**src/rtl/dds_pkg.sv**
```systemverilog
// Shared constants and types for the DDS voice scheduler.
package dds_pkg;

  localparam int unsigned DDS_NUM_VOICES = 8;
  localparam int unsigned DDS_VOICE_W    = 8;
  localparam int unsigned DDS_CODE_W     = 32;
  localparam int unsigned WRCNT_W        = 16;

  typedef enum logic [1:0] {
    ST_ACCUM  = 2'd0,
    ST_PHASE  = 2'd1,
    ST_LOOKUP = 2'd2,
    ST_WRITE  = 2'd3
  } pipe_state_t;

  // The rotation is a fixed 4-slot ring; ST_WRITE wraps back to ST_ACCUM.
  function automatic pipe_state_t next_pipe_state(input pipe_state_t s);
    pipe_state_t n;
    case (s)
      ST_ACCUM:  n = ST_PHASE;
      ST_PHASE:  n = ST_LOOKUP;
      ST_LOOKUP: n = ST_WRITE;
      default:   n = ST_ACCUM;
    endcase
    return n;
  endfunction

endpackage

```
**src/rtl/dds_req_slot.sv**
```systemverilog
// Single-entry holding register for one tuning-write requester.
// Ready is a flop so it never depends combinationally on valid.
module dds_req_slot
  import dds_pkg::*;
#(
  parameter int unsigned VOICE_W = DDS_VOICE_W,
  parameter int unsigned CODE_W  = DDS_CODE_W
) (
  input  logic               i_clk,
  input  logic               i_reset_n,
  input  logic               i_valid,
  input  logic [VOICE_W-1:0] i_voice,
  input  logic [CODE_W-1:0]  i_code,
  input  logic               i_grant,
  output logic               o_ready,
  output logic               o_pending,
  output logic [VOICE_W-1:0] o_voice,
  output logic [CODE_W-1:0]  o_code
);

  logic               r_pending;
  logic               r_ready;
  logic [VOICE_W-1:0] r_voice;
  logic [CODE_W-1:0]  r_code;
  logic               w_xfer;

  assign w_xfer = i_valid & r_ready;

  // A grant only arrives while pending, so ready is low and no refill can race it.
  always_ff @(posedge i_clk or negedge i_reset_n) begin
    if (!i_reset_n) begin
      r_pending <= 1'b0;
      r_ready   <= 1'b1;
      r_voice   <= '0;
      r_code    <= '0;
    end else if (i_grant) begin
      r_pending <= 1'b0;
      r_ready   <= 1'b1;
    end else if (w_xfer) begin
      r_pending <= 1'b1;
      r_ready   <= 1'b0;
      r_voice   <= i_voice;
      r_code    <= i_code;
    end
  end

  assign o_ready   = r_ready;
  assign o_pending = r_pending;
  assign o_voice   = r_voice;
  assign o_code    = r_code;

endmodule

```
**src/rtl/dds_voice_scheduler.sv**
```systemverilog
// Pipeline-slot sequencer, voice sweep and round-robin tuning-write arbiter.
// Optional write counter enabled with `define DDS_SCHED_WRCNT_EN.
module dds_voice_scheduler
  import dds_pkg::*;
#(
  parameter int unsigned NUM_VOICES = DDS_NUM_VOICES,
  parameter int unsigned VOICE_W    = DDS_VOICE_W,
  parameter int unsigned CODE_W     = DDS_CODE_W
) (
  input  logic               i_clk,
  input  logic               i_reset_n,
  input  logic               i_enable,
  output logic [1:0]         o_pipeline_state,
  output logic [VOICE_W-1:0] o_voice_index,
  output logic               o_frame_start,
  input  logic               i_valid_a,
  output logic               o_ready_a,
  input  logic [VOICE_W-1:0] i_voice_a,
  input  logic [CODE_W-1:0]  i_code_a,
  input  logic               i_valid_b,
  output logic               o_ready_b,
  input  logic [VOICE_W-1:0] i_voice_b,
  input  logic [CODE_W-1:0]  i_code_b,
`ifdef DDS_SCHED_WRCNT_EN
  input  logic               i_count_clr,
  output logic [WRCNT_W-1:0] o_write_count,
`endif
  output logic               o_SPI_flag,
  output logic [VOICE_W-1:0] o_SPI_voice_index,
  output logic [CODE_W-1:0]  o_SPI_tuning_code
);

  pipe_state_t        r_state;
  pipe_state_t        w_state_nxt;
  logic [VOICE_W-1:0] r_index;
  logic [VOICE_W-1:0] w_index_nxt;
  logic               r_frame_start;
  logic               w_frame_nxt;
  logic               w_last_voice;

  logic               w_pend_a;
  logic               w_pend_b;
  logic [VOICE_W-1:0] w_voice_a;
  logic [VOICE_W-1:0] w_voice_b;
  logic [CODE_W-1:0]  w_code_a;
  logic [CODE_W-1:0]  w_code_b;

  logic               r_prefer_b;
  logic               w_slot;
  logic               w_grant_a;
  logic               w_grant_b;
  logic               w_contend;
  logic [VOICE_W-1:0] w_win_voice;
  logic [CODE_W-1:0]  w_win_code;
  logic               w_in_range;
  logic               w_issue;

  logic               r_spi_flag;
  logic [VOICE_W-1:0] r_spi_voice;
  logic [CODE_W-1:0]  r_spi_code;

  assign w_last_voice = (r_index == VOICE_W'(NUM_VOICES - 1));

  // Sequencer state register.
  always_ff @(posedge i_clk or negedge i_reset_n) begin
    if (!i_reset_n) begin
      r_state       <= ST_ACCUM;
      r_index       <= '0;
      r_frame_start <= 1'b0;
    end else begin
      r_state       <= w_state_nxt;
      r_index       <= w_index_nxt;
      r_frame_start <= w_frame_nxt;
    end
  end

  // Next slot/voice; the index only moves when leaving ST_WRITE so it spans all four slots.
  always_comb begin
    w_state_nxt = r_state;
    w_index_nxt = r_index;
    w_frame_nxt = 1'b0;
    if (i_enable) begin
      w_state_nxt = next_pipe_state(r_state);
      if (r_state == ST_WRITE) begin
        w_index_nxt = w_last_voice ? '0 : r_index + VOICE_W'(1);
        w_frame_nxt = w_last_voice;
      end
    end
  end

  dds_req_slot #(
    .VOICE_W (VOICE_W),
    .CODE_W  (CODE_W)
  ) u_slot_a (
    .i_clk     (i_clk),
    .i_reset_n (i_reset_n),
    .i_valid   (i_valid_a),
    .i_voice   (i_voice_a),
    .i_code    (i_code_a),
    .i_grant   (w_grant_a),
    .o_ready   (o_ready_a),
    .o_pending (w_pend_a),
    .o_voice   (w_voice_a),
    .o_code    (w_code_a)
  );

  dds_req_slot #(
    .VOICE_W (VOICE_W),
    .CODE_W  (CODE_W)
  ) u_slot_b (
    .i_clk     (i_clk),
    .i_reset_n (i_reset_n),
    .i_valid   (i_valid_b),
    .i_voice   (i_voice_b),
    .i_code    (i_code_b),
    .i_grant   (w_grant_b),
    .o_ready   (o_ready_b),
    .o_pending (w_pend_b),
    .o_voice   (w_voice_b),
    .o_code    (w_code_b)
  );

  // Grant decision: a lone requester always wins; contention goes to the preferred port.
  always_comb begin
    w_slot      = i_enable && (r_state == ST_WRITE);
    w_contend   = w_pend_a && w_pend_b;
    w_grant_a   = w_slot && w_pend_a && (!w_pend_b || !r_prefer_b);
    w_grant_b   = w_slot && w_pend_b && (!w_pend_a ||  r_prefer_b);
    w_win_voice = w_grant_b ? w_voice_b : w_voice_a;
    w_win_code  = w_grant_b ? w_code_b  : w_code_a;
    w_in_range  = ({1'b0, w_win_voice} < (VOICE_W + 1)'(NUM_VOICES));
    w_issue     = (w_grant_a || w_grant_b) && w_in_range;
  end

  // Out-of-range targets are consumed silently, leaving the SPI bus untouched.
  always_ff @(posedge i_clk or negedge i_reset_n) begin
    if (!i_reset_n) begin
      r_prefer_b  <= 1'b0;
      r_spi_flag  <= 1'b0;
      r_spi_voice <= '0;
      r_spi_code  <= '0;
    end else begin
      r_spi_flag <= w_issue;
      if (w_slot && w_contend) begin
        r_prefer_b <= ~r_prefer_b;
      end
      if (w_issue) begin
        r_spi_voice <= w_win_voice;
        r_spi_code  <= w_win_code;
      end
    end
  end

`ifdef DDS_SCHED_WRCNT_EN
  logic [WRCNT_W-1:0] r_write_count;

  // Saturating count of issued write strobes; clear wins over increment.
  always_ff @(posedge i_clk or negedge i_reset_n) begin
    if (!i_reset_n) begin
      r_write_count <= '0;
    end else if (i_count_clr) begin
      r_write_count <= '0;
    end else if (r_spi_flag && (r_write_count != '1)) begin
      r_write_count <= r_write_count + WRCNT_W'(1);
    end
  end

  assign o_write_count = r_write_count;
`endif

  assign o_pipeline_state  = r_state;
  assign o_voice_index     = r_index;
  assign o_frame_start     = r_frame_start;
  assign o_SPI_flag        = r_spi_flag;
  assign o_SPI_voice_index = r_spi_voice;
  assign o_SPI_tuning_code = r_spi_code;

endmodule

```
**config.mk**
```make
export PLATFORM = sky130hd
export DESIGN_NAME = dds_voice_scheduler
export DESIGN_NICKNAME = d
export VERILOG_FILES = /design/src/rtl/dds_pkg.sv /design/src/rtl/dds_req_slot.sv /design/src/rtl/dds_voice_scheduler.sv
export SDC_FILE = /design/constraint.sdc
export NUM_CORES = 1
export LEC_CHECK = 0
export CAP_MARGIN = 30
export CORE_ASPECT_RATIO = 2
export CORE_MARGIN = 2
export CORE_UTILIZATION = 50
export DETAILED_ROUTE_END_ITERATION = 16
export GPL_ROUTABILITY_DRIVEN = 0
export PLACE_DENSITY_LB_ADDON = 0.08
export SYNTH_ARGS = -nofsm -noshare
export SYNTH_HDL_FRONTEND = slang
export SYNTH_HIERARCHICAL = 1
export SYNTH_SLANG_ARGS = --single-unit
```
**constraint.sdc**
```tcl
create_clock -name i_clk -period 2.35 [get_ports i_clk]
set_input_delay 0.5875 -clock i_clk [delete_from_list [all_inputs] [get_ports i_clk]]
set_output_delay 0.5875 -clock i_clk [all_outputs]
set_load 0.05 [all_outputs]
```
# --- After elaboration in Yosys (flattened, before gate mapping) ---
# Index checks and enable logic that the tools add are counted.
# Widths: inputs -> output; s select.
totals:
  regBits: 137
  in_bits: 85
  output_inout_bits: 54
classes:
  add_sub_neg: 1
  n_lt_le_gt_ge: 1
  eq_ne: 4
  mux: 14
  bitwise_logic: 5
  reduce_logical: 20
op_table:
  columns: ["op", "count"]
  rows:
  - ["$mux 32", 1]
  - ["$mux 8", 2]
  - ["$mux 1", 10]
  - ["$add 8x1->8 const B", 1]
  - ["$eq 8x3->1 const B", 1]
  - ["$logic_and 1x1->1", 8]
  - ["$lt 8x4->1 const B", 1]
  - ["$pmux 2 s3", 1]
  - ["$reduce_and 2->1", 3]
  - ["$eq 2x2->1 const B", 2]
  - ["$reduce_bool 2->1", 2]
  - ["$logic_not 1->1", 3]
  - ["$logic_or 1x1->1", 3]
  - ["$not 1->1", 3]
  - ["$and 1x1->1", 2]
  - ["$eq 2x1->1 const B", 1]
  - ["$logic_not 2->1", 1]

# --- Logic depth before layout (Yosys ltp) ---
depth:
  depth_word: 7
  mapped_depth: 9

# --- By module ---
# The synthesis kept the hierarchy.
by_module_without_submodules:
  columns: ["module", "n_inst", "cells_per_inst", "area_per_inst_um2", "seq_area_each_um2"]
  rows:
  - ["dds_req_slot", 2, 91, 1737.9, 1052.3]
  - ["dds_voice_scheduler", 1, 180, 2561.2, 1326.3]

# --- Worst setup path after synthesis ---
# No wires, ideal clock.
synth_path:
  path_type: "reg-to-reg"
  start: "register r_state[0] (netlist: o_pipeline_state[0])"
  end: "register u_slot_b.r_code[0] (netlist: u_slot_b/o_code[0])"
  setup_ns: 0.125
  arrival_ns: 2.214
  slack_ns: 0.011
  stages_incl_launch_ff: 10
  n_path_buf: 3
  synth_period_minus_slack_ns: 2.339
  cell_sequence: "dfrtp_1 ha_1 and2_1 buf_4 nand3_4 buf_2 inv_1 nand3b_4 buf_6 mux2_4"
synth_via:
  elab_chain_len: 6
synth_lines:
  columns: ["item", "line", "text"]
  rows:
  - ["from (decl)", "dds_voice_scheduler.sv:33", "pipe_state_t r_state;"]
  - ["from (signal assigned)", "dds_voice_scheduler.sv:71", "r_state <= w_state_nxt;"]
  - ["$eq 2x2->1", "dds_voice_scheduler.sv:125", "w_slot = i_enable && (r_state == ST_WRITE);"]
  - ["$logic_and 1x1->1", "dds_voice_scheduler.sv:125", null]
  - ["$logic_and 1x1->1 (2 in series)", "dds_voice_scheduler.sv:128", "w_grant_b = w_slot && w_pend_b && (!w_pend_a || r_prefer_b);"]
  - ["via w_grant_b", "dds_voice_scheduler.sv:51", "logic w_grant_b;"]
  - ["$not 1->1 (no source line)", null, null]
  - ["$reduce_and 2->1 (no source line)", null, null]
  - ["to (signal assigned)", "dds_req_slot.sv:43", "r_code <= i_code;"]
  - ["to (decl)", "dds_req_slot.sv:24", "logic [CODE_W-1:0] r_code;"]
# The timed path passes the listed nets, and every way through them passes these cells.
# A chain may end at the register's enable or synchronous reset.

# --- Worst setup path in the final report ---
layout_path:
  start: "register r_index[4] (netlist: o_voice_index[4])"
  end: "output o_voice_index[4]"
layout_rtl:
  columns: ["item", "line", "text"]
  rows:
  - ["from (decl)", "dds_voice_scheduler.sv:35", "logic [VOICE_W-1:0] r_index;"]
  - ["from (signal assigned)", "dds_voice_scheduler.sv:72", "r_index <= w_index_nxt;"]
  - ["to (decl)", "dds_voice_scheduler.sv:14", "output logic [VOICE_W-1:0] o_voice_index,"]
# No word-level cell between the ends.

==> flow_metrics.tcl <==
set metrics [dict create \
    p_per_area_mw_per_mm2 703 \
    grt_max_degree 61 \
    hpwl_microns 9060 \
    seq_area_frac_synth_pct 56.8 \
    routedWlPerCell_microns 19.0 \
    path_class "reg -> out" \
    period_share_pct 96.3 \
    startpoint_type "register" \
    drt_iter0_drc 40 \
    wl_microns 12900 \
    place_area_sq_mm 0.00770 \
    cp_max_fo 6 \
    worstHoldPathType "in -> async" \
    final.setup.tns_ns 0 \
    path_buf_inv 1 \
    reg2reg_depth 6 \
    drive_above_1_share_pct 38.7 \
    routed-via-count 3498 \
    synthArstFlopShare_pct 100 \
    synth_top_cell_area_share_pct 56.0 \
    synth_seq_cells 137 \
    worstSetupStartpoint "o_voice_index[4]" \
    total_power_uw 5840 \
    p_clk_share_pct 46.2 \
    yosysTopAreaCell "dfrtp_1" \
    vias_per_cell 5.13 \
    switching_power_uw 1420 \
    fmax_ghz 0.442 \
    required_ns 1.76 \
    die_x_microns 81.7 \
    worstSetupEndpoint "o_voice_index[4]" \
    core-area_sq_mm 0.0118 \
    grt_pass1_vias 4084 \
    clk_latency_ns 0.41 \
    synth.distinct_cells 32 \
    synth_ff_type "dfrtp_1" \
    leakagePower_uw 0.00430 \
    slew_headroom_pct 62.0 \
    power.internal_uw 4420 \
    diodes 0 \
    antenna_found_initial 0 \
    dieHeight_microns 159 \
    syn-cell-area_sq_mm 0.00604 \
    p_comb_share_pct 11.4 \
    worst_path_largest_cell_delay_ns 0.83 \
    syn2layout_area_growth_pct 37.6 \
    avgSynthCellArea_sq_um 16.7 \
    final_hold_viol_count 0 \
    cts_setup_buffers 0 \
    skew_ns 0.00928 \
    syn_nets 451 \
    nets 613 \
    setup_viol 0 \
    first_pass_iters 3 \
    end_kind "output port" \
    tightestPinTransition_ns 0.570 \
    root_buffer "clkbuf_16" \
    grt_pass1_wl_microns 20900 \
    post-route-min-period_ns 2.26 \
    p_seq_share_pct 42.5 \
    clock-sinks 137 \
    antenna_left 0 \
    r2r_start "o_pipeline_state[1]" \
    drv_cap 0 \
    yosysMostFrequentCell "dfrtp_1" \
    clk_pin_slew_ns 0.06 \
    whs_ns 0.147 \
    finalMaxSlewViolations 0 \
    start_util_pct 51.3 \
    die_area_sq_mm 0.0130 \
    track_usage_pct 21.5 \
    grt.overflow.total 0 \
    drc 0 \
    r2r_slack_ns 0.36 \
    h-tree-depth 4 \
    p_sw_share_pct 24.3 \
    rows 56 \
    slowest_stage "clkdlybuf4s50_1" \
    postLayoutCellArea_sq_mm 0.00831 \
    r2r_end "o_SPI_tuning_code[27]" \
    crit_family "buffers and inverters" \
    rsz0062_at_grt "no" \
    cts_tree "built" \
    vdd_drop_max_mv 0.530 \
    netlist_top_cells_count "135 x dfrtp_1, 85 x mux2_4, 61 x mux2_2" \
    dp_cells 650 \
    clk_path_buf_depth 2 \
    status "complete, no violations" \
    numCtsBuffers 17 \
    final_cells 682 \
    cts_hold_buf 0 \
    critPathArrivalTime_ns 1.68 \
    port_buffers 138 \
    yosys_warnings 6 \
    crit_cells 1 \
    path_cells "clkdlybuf4s50_1" \
    netlist_top_cells_area "dfrtp_1 56%, mux2_4 21%, mux2_2 11%" \
    synth_edf_count 0 \
    io_pins 139 \
    syn_inst 362 \
]
-- cells in the final DEF, fill, tap and decap left out, types with 2 or more instances in the layout --
| master | instances |
|---|---|
| mux2_4 | 85 |
| nand3b_4 | 2 |
| a21o_1 | 2 |
| nand4_1 | 3 |
| mux2_2 | 61 |
| or4_1 | 2 |
| nand3_1 | 2 |
| ha_1 | 4 |
| dfrtp_1 | 135 |
| xnor2_1 | 5 |
| buf_12 | 8 |
| xor2_1 | 3 |
| clkbuf_16 | 17 |
| clkdlybuf4s50_1 | 134 |
| inv_1 | 5 |
| nand2_1 | 5 |
| buf_4 | 15 |
| mux2_1 | 5 |
| clkbuf_8 | 5 |
| a21oi_1 | 3 |
| clkinv_2 | 3 |
| nor2b_1 | 5 |
| clkinv_4 | 3 |
| bufinv_16 | 2 |
| nor2_1 | 6 |
| dfstp_2 | 2 |
| clkinvlp_4 | 2 |
-- routing by layer --
metal	routed length (microns)	share of wire [%]	up-vias	global-route usage, %
li1	-	-	1608	-
met1	5250	41	1781	24.9
met2	6850	53	90	37.1
met3	545	4.2	19	5.22
met4	270	2.1	0	8.56
met5	0	0	-	0
-- stage by stage --
stage | setup WS [ns] | util, %
2_1_floorplan | 0.0108 | -
3_3_place_gp | -0.106 | 65.4
3_5_place_dp | -0.142 | 65.4
4_1_cts | 0.0455 | 70.6
5_1_grt | 0.00459 | 70.6
6_report | 0.0874 | 70.6
-- worst min path at each step --
stage	start	endpoint	slack, ns	depth (start not counted)
after detailed placement	o_voice_index[7]	o_voice_index[7]	0.48	1
after global placement	o_SPI_tuning_code[9]	o_SPI_tuning_code[9]	0.47	1
after floorplan	i_reset_n	o_SPI_flag	0.29	0
final	i_reset_n	u_slot_b/o_code[11]	0.15	1
after global routing	i_reset_n	u_slot_b/o_code[5]	0.18	1
after CTS	i_reset_n	u_slot_b/o_code[11]	0.17	1
-- power groups by stage --
stage / registers [uW] / logic, uW / clock network (uW)
floorplan: 2700 / 131 / 0
CTS: 2480 / 677 / 2740
global placement: 2520 / 656 / 0
finish: 2480 / 665 / 2700
detailed placement: 2520 / 673 / 0
global route: 2490 / 721 / 2860
-- repair_timing --
item | in CTS | in global routing
setup endpoints to repair | 0 | 1
resized for setup | 0 | 1
endpoints found under the hold margin | 0 | 0
-- final cells by class --
type / instances / area [sq um]
Tap cell: 145 / 181
Clock buffer: 22 / 494
Fill cell: 826 / 3460
Sequential cell: 137 / 3430
Inverter: 5 / 18.8
Clock inverter: 10 / 116
Multi-Input combinational cell: 204 / 2430
Timing Repair Buffer: 159 / 1640
-- logic make-up (layout without fill, tap and decap cells) --
logic type | after synthesis | in the layout | share of synthesized area (%)
multiplexers | 152 | 152 | 33.6
AO/OA/AOI/OAI | 9 | 9 | 1.18
XOR/XNOR | 8 | 8 | 1.16
adder cells (fa/ha/maj) | 4 | 4 | 0.829
flip-flops | 137 | 137 | 56.8
AND/OR/NAND/NOR | 31 | 31 | 3.46
buffers and inverters | 21 | 196 | 2.92
-- registers in the layout, summed over array words and instances, names as in the netlist, 2 cells and up --
register / count
o_SPI_tuning_code: 32
u_slot_a/o_code: 32
u_slot_b/o_code: 32
o_SPI_voice_index: 8
o_voice_index: 8
u_slot_a/o_voice: 8
u_slot_b/o_voice: 8
o_pipeline_state: 2
Power figures use the tool's default switching activity.
